==> config.mk <==
export PLATFORM = sky130hd
export DESIGN_NAME = bus_master_arbiter
export DESIGN_NICKNAME = d
export VERILOG_FILES = /design/src/rtl/bus_master_arbiter.sv
export SDC_FILE = /design/constraint.sdc
export NUM_CORES = 1
export LEC_CHECK = 0
export BUFFER_PORTS_ARGS = -buffer_cell sky130_fd_sc_hd__buf_2
export CAP_MARGIN = 20
export CORE_MARGIN = 8
export CORE_UTILIZATION = 50
export CTS_BUF_LIST = sky130_fd_sc_hd__clkbuf_16
export DETAILED_ROUTE_END_ITERATION = 10
export PLACE_DENSITY = 0.81
export SLEW_MARGIN = 20
export SYNTH_ARGS = -nofsm -noshare
export SYNTH_HDL_FRONTEND = slang
export SYNTH_SLANG_ARGS = --single-unit
==> constraint.sdc <==
create_clock -name clk_i -period 3.2 [get_ports clk_i]
set_input_delay 0.64 -clock clk_i [delete_from_list [all_inputs] [get_ports clk_i]]
set_output_delay 0.64 -clock clk_i [all_outputs]
set_load 0.01 [all_outputs]
==> src/rtl/bus_master_arbiter.sv <==
// Shares the CPU's external bus with two external masters (DMA, video).
// Halts the CPU via RDY, tristates it via AEC, and grants round-robin with a hold limit.
module bus_master_arbiter #(
  parameter int unsigned HOLD_MAX = 16,
  parameter int unsigned CW       = 5
) (
  input  logic       clk_i,
  input  logic       rst_n,
  input  logic       cyc_end,
  input  logic       cpu_rwn,
  input  logic       rdy_writes,
  input  logic [1:0] req,
  output logic [1:0] gnt,
  output logic       rdy_o,
  output logic       aec_o,
  output logic       busy
);

  localparam int unsigned CW1 = CW + 1;
  localparam logic [CW:0] HOLD_LIM = CW1'(HOLD_MAX);

  typedef enum logic [2:0] {
    S_CPU   = 3'd0,
    S_STALL = 3'd1,
    S_OFF   = 3'd2,
    S_GRANT = 3'd3,
    S_ON    = 3'd4
  } state_t;

  state_t        r_state;
  state_t        w_state_nx;
  logic          r_owner;
  logic          w_owner_nx;
  logic          r_last;
  logic          w_last_nx;
  logic [CW-1:0] r_hold;
  logic [CW-1:0] w_hold_nx;
  logic [1:0]    r_gnt;
  logic          r_rdy;
  logic          r_aec;
  logic          r_busy;

  logic [CW:0]   w_hold_inc;
  logic          w_win;
  logic          w_own_req;
  logic          w_oth_req;
  logic          w_limit_hit;

  // Arbitration helpers: on a tie the master that did not win last time goes next.
  assign w_hold_inc  = {1'b0, r_hold} + CW1'(1);
  assign w_win       = (req == 2'b11) ? ~r_last : req[1];
  assign w_own_req   = req[r_owner];
  assign w_oth_req   = req[~r_owner];
  assign w_limit_hit = (HOLD_MAX != 0) && (w_hold_inc >= HOLD_LIM) && w_oth_req;

  // Next state; everything moves only on the last clock of a bus cycle.
  always_comb begin
    w_state_nx = r_state;
    w_owner_nx = r_owner;
    w_last_nx  = r_last;
    w_hold_nx  = r_hold;
    if (cyc_end) begin
      case (r_state)
        S_CPU: begin
          if (req != 2'b00) w_state_nx = S_STALL;
        end
        S_STALL: begin
          if (req == 2'b00)              w_state_nx = S_CPU;
          else if (cpu_rwn || rdy_writes) w_state_nx = S_OFF;
        end
        S_OFF: begin
          if (req == 2'b00) begin
            w_state_nx = S_ON;
          end else begin
            w_state_nx = S_GRANT;
            w_owner_nx = w_win;
            w_last_nx  = w_win;
            w_hold_nx  = '0;
          end
        end
        S_GRANT: begin
          if (w_hold_inc <= HOLD_LIM) w_hold_nx = w_hold_inc[CW-1:0];
          if (!w_own_req || w_limit_hit) w_state_nx = S_OFF;
        end
        S_ON: begin
          w_state_nx = S_CPU;
        end
        default: begin
          w_state_nx = S_CPU;
        end
      endcase
    end
  end

  // State register with outputs decoded from the next state so they are registered.
  always_ff @(posedge clk_i or negedge rst_n) begin
    if (!rst_n) begin
      r_state <= S_CPU;
      r_owner <= 1'b0;
      r_last  <= 1'b1;
      r_hold  <= '0;
      r_gnt   <= 2'b00;
      r_rdy   <= 1'b1;
      r_aec   <= 1'b1;
      r_busy  <= 1'b0;
    end else begin
      r_state <= w_state_nx;
      r_owner <= w_owner_nx;
      r_last  <= w_last_nx;
      r_hold  <= w_hold_nx;
      r_rdy   <= (w_state_nx == S_CPU);
      r_aec   <= (w_state_nx == S_CPU) || (w_state_nx == S_STALL);
      r_busy  <= (w_state_nx != S_CPU);
      r_gnt   <= (w_state_nx == S_GRANT) ? (w_owner_nx ? 2'b10 : 2'b01) : 2'b00;
    end
  end

  assign gnt   = r_gnt;
  assign rdy_o = r_rdy;
  assign aec_o = r_aec;
  assign busy  = r_busy;

endmodule

==> metrics.yaml, run 1 <==
status: "completed"
initial_core_util_pct: 51.7
synthFlopType: "dfrtp_1"
endpoint_kind: "register"
drc: 0
wl_um: 1810
worst_path_largest_cell_delay_ps: 420
yosysTopAreaCellShare_pct: 34.8
globalRouteTotalUtil_pct: 11.4
yosys_warnings: 0
rows: 15
path_class: "reg2reg"
cpMaxStageDelayCell: "dfrtp_1"
vias_per_cell: 6.09
antenna_found_initial: 0
synthSimpleGateAreaFrac_pct: 23.0
grt_pass1_vias: 667
cts.sinks: 15
required_ps: 3330
synth_seq_cells: 15
io_pins: 12
async_reset_ff_share_pct: 100
r2r_cells: 5
hold_viol: 0
finalMaxSlewViolations: 0
drtAntennaViolNets: 0
wl_per_cell_um: 15.8
num_vias: 694
die_height_um: 57.6
place_congestion: 0.895
synth_cells: 86
path_max_fanout: 5
core_area_um2: 1670
reg2reg_slack_ps: 1400
hp-class: "in2async"
cts-root-buf: "clkbuf_16"
diodes: 0
yosysSeqAreaShare_pct: 43.9
r2r_start: "r_hold[0]"
clock_path_buffers: 2
synth_top_family_by_area: "compound AO/OA/AOI/OAI gates"
cap_violations: 0
cts_htree_levels: 1
ctsResizeCount: 0
synth_top_cells_by_area: "dfrtp_1, dfstp_2, nand2_1"
worstPathArrival_ps: 1930
grt_pass1_wl_um: 2930
synth_mux_area_share_pct: 2.46
instances_no_fill: 114
netlist_area_um2: 863
die_w_um: 57.6
port_buffers: 11
cts_tree: "done"
synth_edf_count: 0
start_kind: "register"
r2r-end: "busy"
crit_chain: "ha_1 > and3_1 > a211oi_1 > o22ai_4 > or2_1"
post_synth.cell_area_avg_um2: 10.0
clk_latency_ps: 240
drive_above_1_share_pct: 27.8
synth_area_leader_cell: "dfrtp_1"
layout_min_cycle_time_ps: 1800
hpwl_um: 1270
final-setup-viol-count: 0
tns_ps: 0
clk_pin_slew_worst_paths_ps: 50
synth-compound-area-share_pct: 24.5
synth_xor_area_share_pct: 0
grt-ovfl-total: 0
finalClockSkew_ps: 1.77
post_cts.repair.setup_buffers: 0
fillers: 145
drt_iter0_drc: 19
synth_cell_type_count: 43
ir_worst_vdd_uv: 384
synthAdderAreaFrac_pct: 1.45
synth.net_count: 94
numCtsBuffers: 3
final_nets: 106
hold_buffers: 0
grt_max_degree: 16
leakage_nw: 0.455
worst_pin_slew_ps: 460
area_delta_synth_final_pct: 15.2
rsz0062_at_grt: "no"
powerDensity_nw_per_um2: 842
dp.cells: 110
clock.fmax_mhz: 556
dieArea_um2: 3310
finalCritPeriodShare_pct: 56.2
dr.pass1.iters: 4
max_slew_margin_pct: 69.1
-- flip-flops by register name, summed over array words and instances, names as in the netlist --
name	count
r_hold	5
r_state	3
gnt	2
aec_o	1
busy	1
r_last	1
r_owner	1
rdy_o	1
-- cell families (layout without fill, tap and decap cells) --
kind of cell               Yosys count  count (layout)
buffers and inverters                8              19
muxes                                2               2
adders and majority gates            1               1
and+or+nand+nor                     33              33
DFF                                 15              15
AOI/OAI and AO/OA                   27              27
-- power by group --
part           switching, mW  total [mW]  internal, mW
clock                 0.0743       0.241         0.167
combinational          0.133       0.258         0.125
sequential            0.0748       0.339         0.264
total                  0.282       0.838         0.556
-- synth_stat cells (all sizes together), types with 3 or more instances --
cell / count
dfrtp: 12
dfstp: 3
nor2: 4
inv: 4
o22ai: 3
buf: 3
nand2: 12
a21oi: 3
a31oi: 6
-- how the worst max path moves through the flow --
stage	from	endpoint	slack, ps
6_report	r_hold[0]	busy	1400
5_1_grt	r_hold[0]	busy	1320
4_1_cts	r_hold[0]	busy	1430
3_5_place_dp	rdy_writes	gnt[0]	1380
3_3_place_gp	rdy_writes	gnt[0]	1410
2_1_floorplan	cyc_end	gnt[1]	1540
-- critical path, delay by kind of cell (launching register included) --
family / cells / cell delay, ps
AO/OA/AOI/OAI: 2 / 520
adder cells (fa/ha/maj): 1 / 290
flip-flops: 1 / 420
AND/OR/NAND/NOR: 2 / 460
-- layout by cell type (no fill, tap or decap), types with 2 or more instances in the layout --
cell type and count:
and4b_1 2, dfstp_2 3, a21o_1 2, nand2b_1 2, nand2_1 11, a31oi_1 6, o21ai_0 2, buf_2 11
clkbuf_16 3, inv_1 4, o31a_1 2, a21oi_1 3, dfrtp_1 12, nor2_1 4, nor2b_1 2
-- stage by stage --
step	area, um2	hold slack, ps	setup slack, ps	total power [mW]	utilization [%]
global route	995	323	1320	0.885	59.6
finish	995	295	1400	0.838	59.6
global placement	915	507	1410	0.583	54.8
CTS	995	305	1430	0.840	59.6
detailed placement	915	520	1380	0.595	54.8
floorplan	863	344	1540	0.529	-
-- per-layer routing --
layer	vias to the layer above	wire, um	global-route usage, %
li1	341	-	-
met1	327	834	13.3
met2	22	822	17.4
met3	4	113	3.36
met4	0	34	8.57
met5	-	0	0
-- layout make-up --
type	instances	area, um2	share of cell area (%)
timing repair buffer	11	55.1	5.53
multi-input combinational	63	444	44.7
inverter	4	15.0	1.51
tap	17	21.3	2.14
sequential	15	379	38.1
clock inverter	1	5.00	0.503
clock buffer	3	75.1	7.55
(Power assumes the default switching activity.)
==> inputs of run 2 (changes only) <==
- CORE_UTILIZATION: 50 -> 49
- PLACE_DENSITY: 0.81 -> 0.82
- clock period: 3.2 -> 1.65 ns (I/O delays scaled with it)
==> metrics.yaml, run 2 (synthesis gave the netlist of run 1 again) <==
crit_chain: "and2_1 > or4b_4 > and3_4 > o2bb2ai_1"
status: "completed"
p_int_mw: 1.15  # +110%
setup_ws_ps: 45.0  # -1360 ps
required_ps: 1780  # -1550 ps
port_buffers: 11  # unchanged
area_delta_synth_final_pct: 25.4
clk_latency_ps: 250  # about the same
worst_path_largest_cell_delay_ps: 540  # +120 ps
path_class: "reg2reg"
cap_violations: 0  # unchanged
worstPathArrival_ps: 1740  # -190 ps
powerDensity_nw_per_um2: 1600  # +90%
clock_path_buffers: 2  # unchanged
switching_share_pct: 33.2  # -0.41 points
dr.pass1.iters: 4  # unchanged
largest_reg_flops: 5  # unchanged
crit_cells: 4  # -1
numCtsBuffers: 3  # unchanged
finalMaxSlewViolations: 0  # unchanged
switchingPower_uw: 574  # +100%
drt_iter0_drc: 24  # +5
layout_min_cycle_time_ps: 1600  # -194 ps
r2r_cells: 4  # -1
cts-root-buf: "clkbuf_16"
cts_htree_levels: 1  # unchanged
dieArea_um2: 3360  # +1.5%
start_kind: "register"
grt-ovfl-total: 0  # unchanged
clock.fmax_mhz: 623  # +12%
worst_pin_slew_ps: 370  # -90.7 ps
ir_worst_vdd_uv: 843  # +120%
cts.sinks: 15  # unchanged
pre_cts_ws_ps: -32.8  # -1410 ps
num_vias: 753  # +8.5%
path_max_fanout: 6  # +1
largest-register: "r_hold"
grt_pass1_wl_um: 3370  # +15%
core_area_um2: 1690  # +1.1%
hold_viol: 0  # unchanged
final_util_pct: 64.1  # +4.5 points
drive_above_1_share_pct: 34.9  # +7.1 points
power_frac_comb_pct: 35.1  # +4.3 points
diodes: 0  # unchanged
drtAntennaViolNets: 0  # unchanged
hpwl_um: 1340  # +5.3%
cp_top_family: "simple AND/OR/NAND/NOR gates"
hp-start: "req[0]"
finalCritPeriodShare_pct: 97.3  # +41 points
clockPowerShare_pct: 27.0  # -1.8 points
drc: 0  # unchanged
max_slew_margin_pct: 75.1  # +6.0 points
layout_common_cells: "nand2_1, dfrtp_1, buf_2, buf_4, a31oi_1"
cts_tree: "done"
io_pins: 12  # unchanged
critPathBufInv: 0  # unchanged
holdPathStages: 2
place_congestion: 0.857  # -4.3%
pwr-share-seq_pct: 37.9  # -2.5 points
grt_pass1_vias: 780  # +17%
wl_per_cell_um: 15.7  # -0.69%
rows: 15  # unchanged
cpMaxStageDelayCell: "or4b_4"
leakage_nw: 0.500  # +9.8%
initial_core_util_pct: 51.1  # -0.57 points
die_w_um: 58.0  # +0.73%
die_height_um: 58.0  # +0.73%
grt_max_degree: 16  # unchanged
antenna_found_initial: 0  # unchanged
r2r-end: "r_hold[1]"
final-setup-viol-count: 0  # unchanged
finalClockSkew_ps: 2.46  # +0.682 ps
r2r_start: "r_hold[0]"
globalRouteTotalUtil_pct: 12.9  # +1.5 points
final_nets: 115  # +8.5%
wl_um: 1930  # +7.1%
clk_pin_slew_worst_paths_ps: 50  # about the same
endpoint_kind: "register"
reg2reg_slack_ps: 50  # -1360 ps
vias_per_cell: 6.12  # +0.56%
min_to: "r_last"
hp-class: "in2reg"
cp-startpoint: "r_hold[0]"
[run 2: cell count changes in the layout (fill, tap and decap cells not counted), sizes merged]
cell,delta
dlygate4sd3,+1
inv,+1
clkinv,-1
buf,+8
[run 2: how the worst max path moves through the flow]
| stage | slack, ps | end |
|---|---|---|
| after floorplan | 40 | r_hold[1] |
| after global placement | 40 | r_hold[1] |
| after detailed placement | -30 | r_hold[1] |
| after CTS | 1 | r_hold[1] |
| after global routing | -5 | r_hold[1] |
| final | 50 | r_hold[1] |
[run 2: routing by layer]
| layer | vias to the layer above | global-route usage, % | routed length (um) |
|---|---|---|---|
| met1 | 376 | 15.3 | 872 |
| met5 | - | 0 | 0 |
| met3 | 5 | 3.09 | 78 |
| met4 | 0 | 8.04 | 40 |
| met2 | 10 | 20.5 | 942 |
| li1 | 362 | - | - |
[run 2: timing repair]
action,4_1_cts,5_1_grt
hold buffers,1,0
buffers inserted,1,0
hold endpoints to repair,12,0
endpoints found under the setup margin,5,4
pin swaps,0,2
gates resized for setup,2,2
gates cloned,0,0
[run 2: stage by stage]
| stage | hold WS (ps) | TNS [ps] | area, um2 | power (mW) | cells |
|---|---|---|---|---|---|
| floorplan | 34.4 | 0 | 863 | 1.03 | 86 |
| global placement | 250 | 0 | 967 | 1.18 | 117 |
| global route | 357 | -4.58 | 1080 | 1.85 | 123 |
| CTS | 337 | 0 | 1070 | 1.70 | 123 |
| finish | 347 | 0 | 1080 | 1.73 | 123 |
| detailed placement | 254 | -50.7 | 967 | 1.20 | 117 |
[run 2: layout make-up]
| type | count | area, um2 |
|---|---|---|
| clock buffers | 3 | 75.1 |
| clock inverters | 1 | 3.75 |
| fillers | 139 | 607 |
| inverters | 4 | 15.0 |
| multi-input cells | 63 | 462 |
| flip-flops and latches | 15 | 380 |
| well taps | 17 | 21.3 |
| repair buffers | 20 | 125 |
[run 2: power by group through the flow]
stage / Sequential, mW / Clock, mW / Combinational, mW
3_3_place_gp: 0.637 / 0 / 0.545
2_1_floorplan: 0.615 / 0 / 0.411
5_1_grt: 0.678 / 0.493 / 0.680
4_1_cts: 0.641 / 0.473 / 0.588
3_5_place_dp: 0.651 / 0 / 0.553
6_report: 0.655 / 0.466 / 0.607
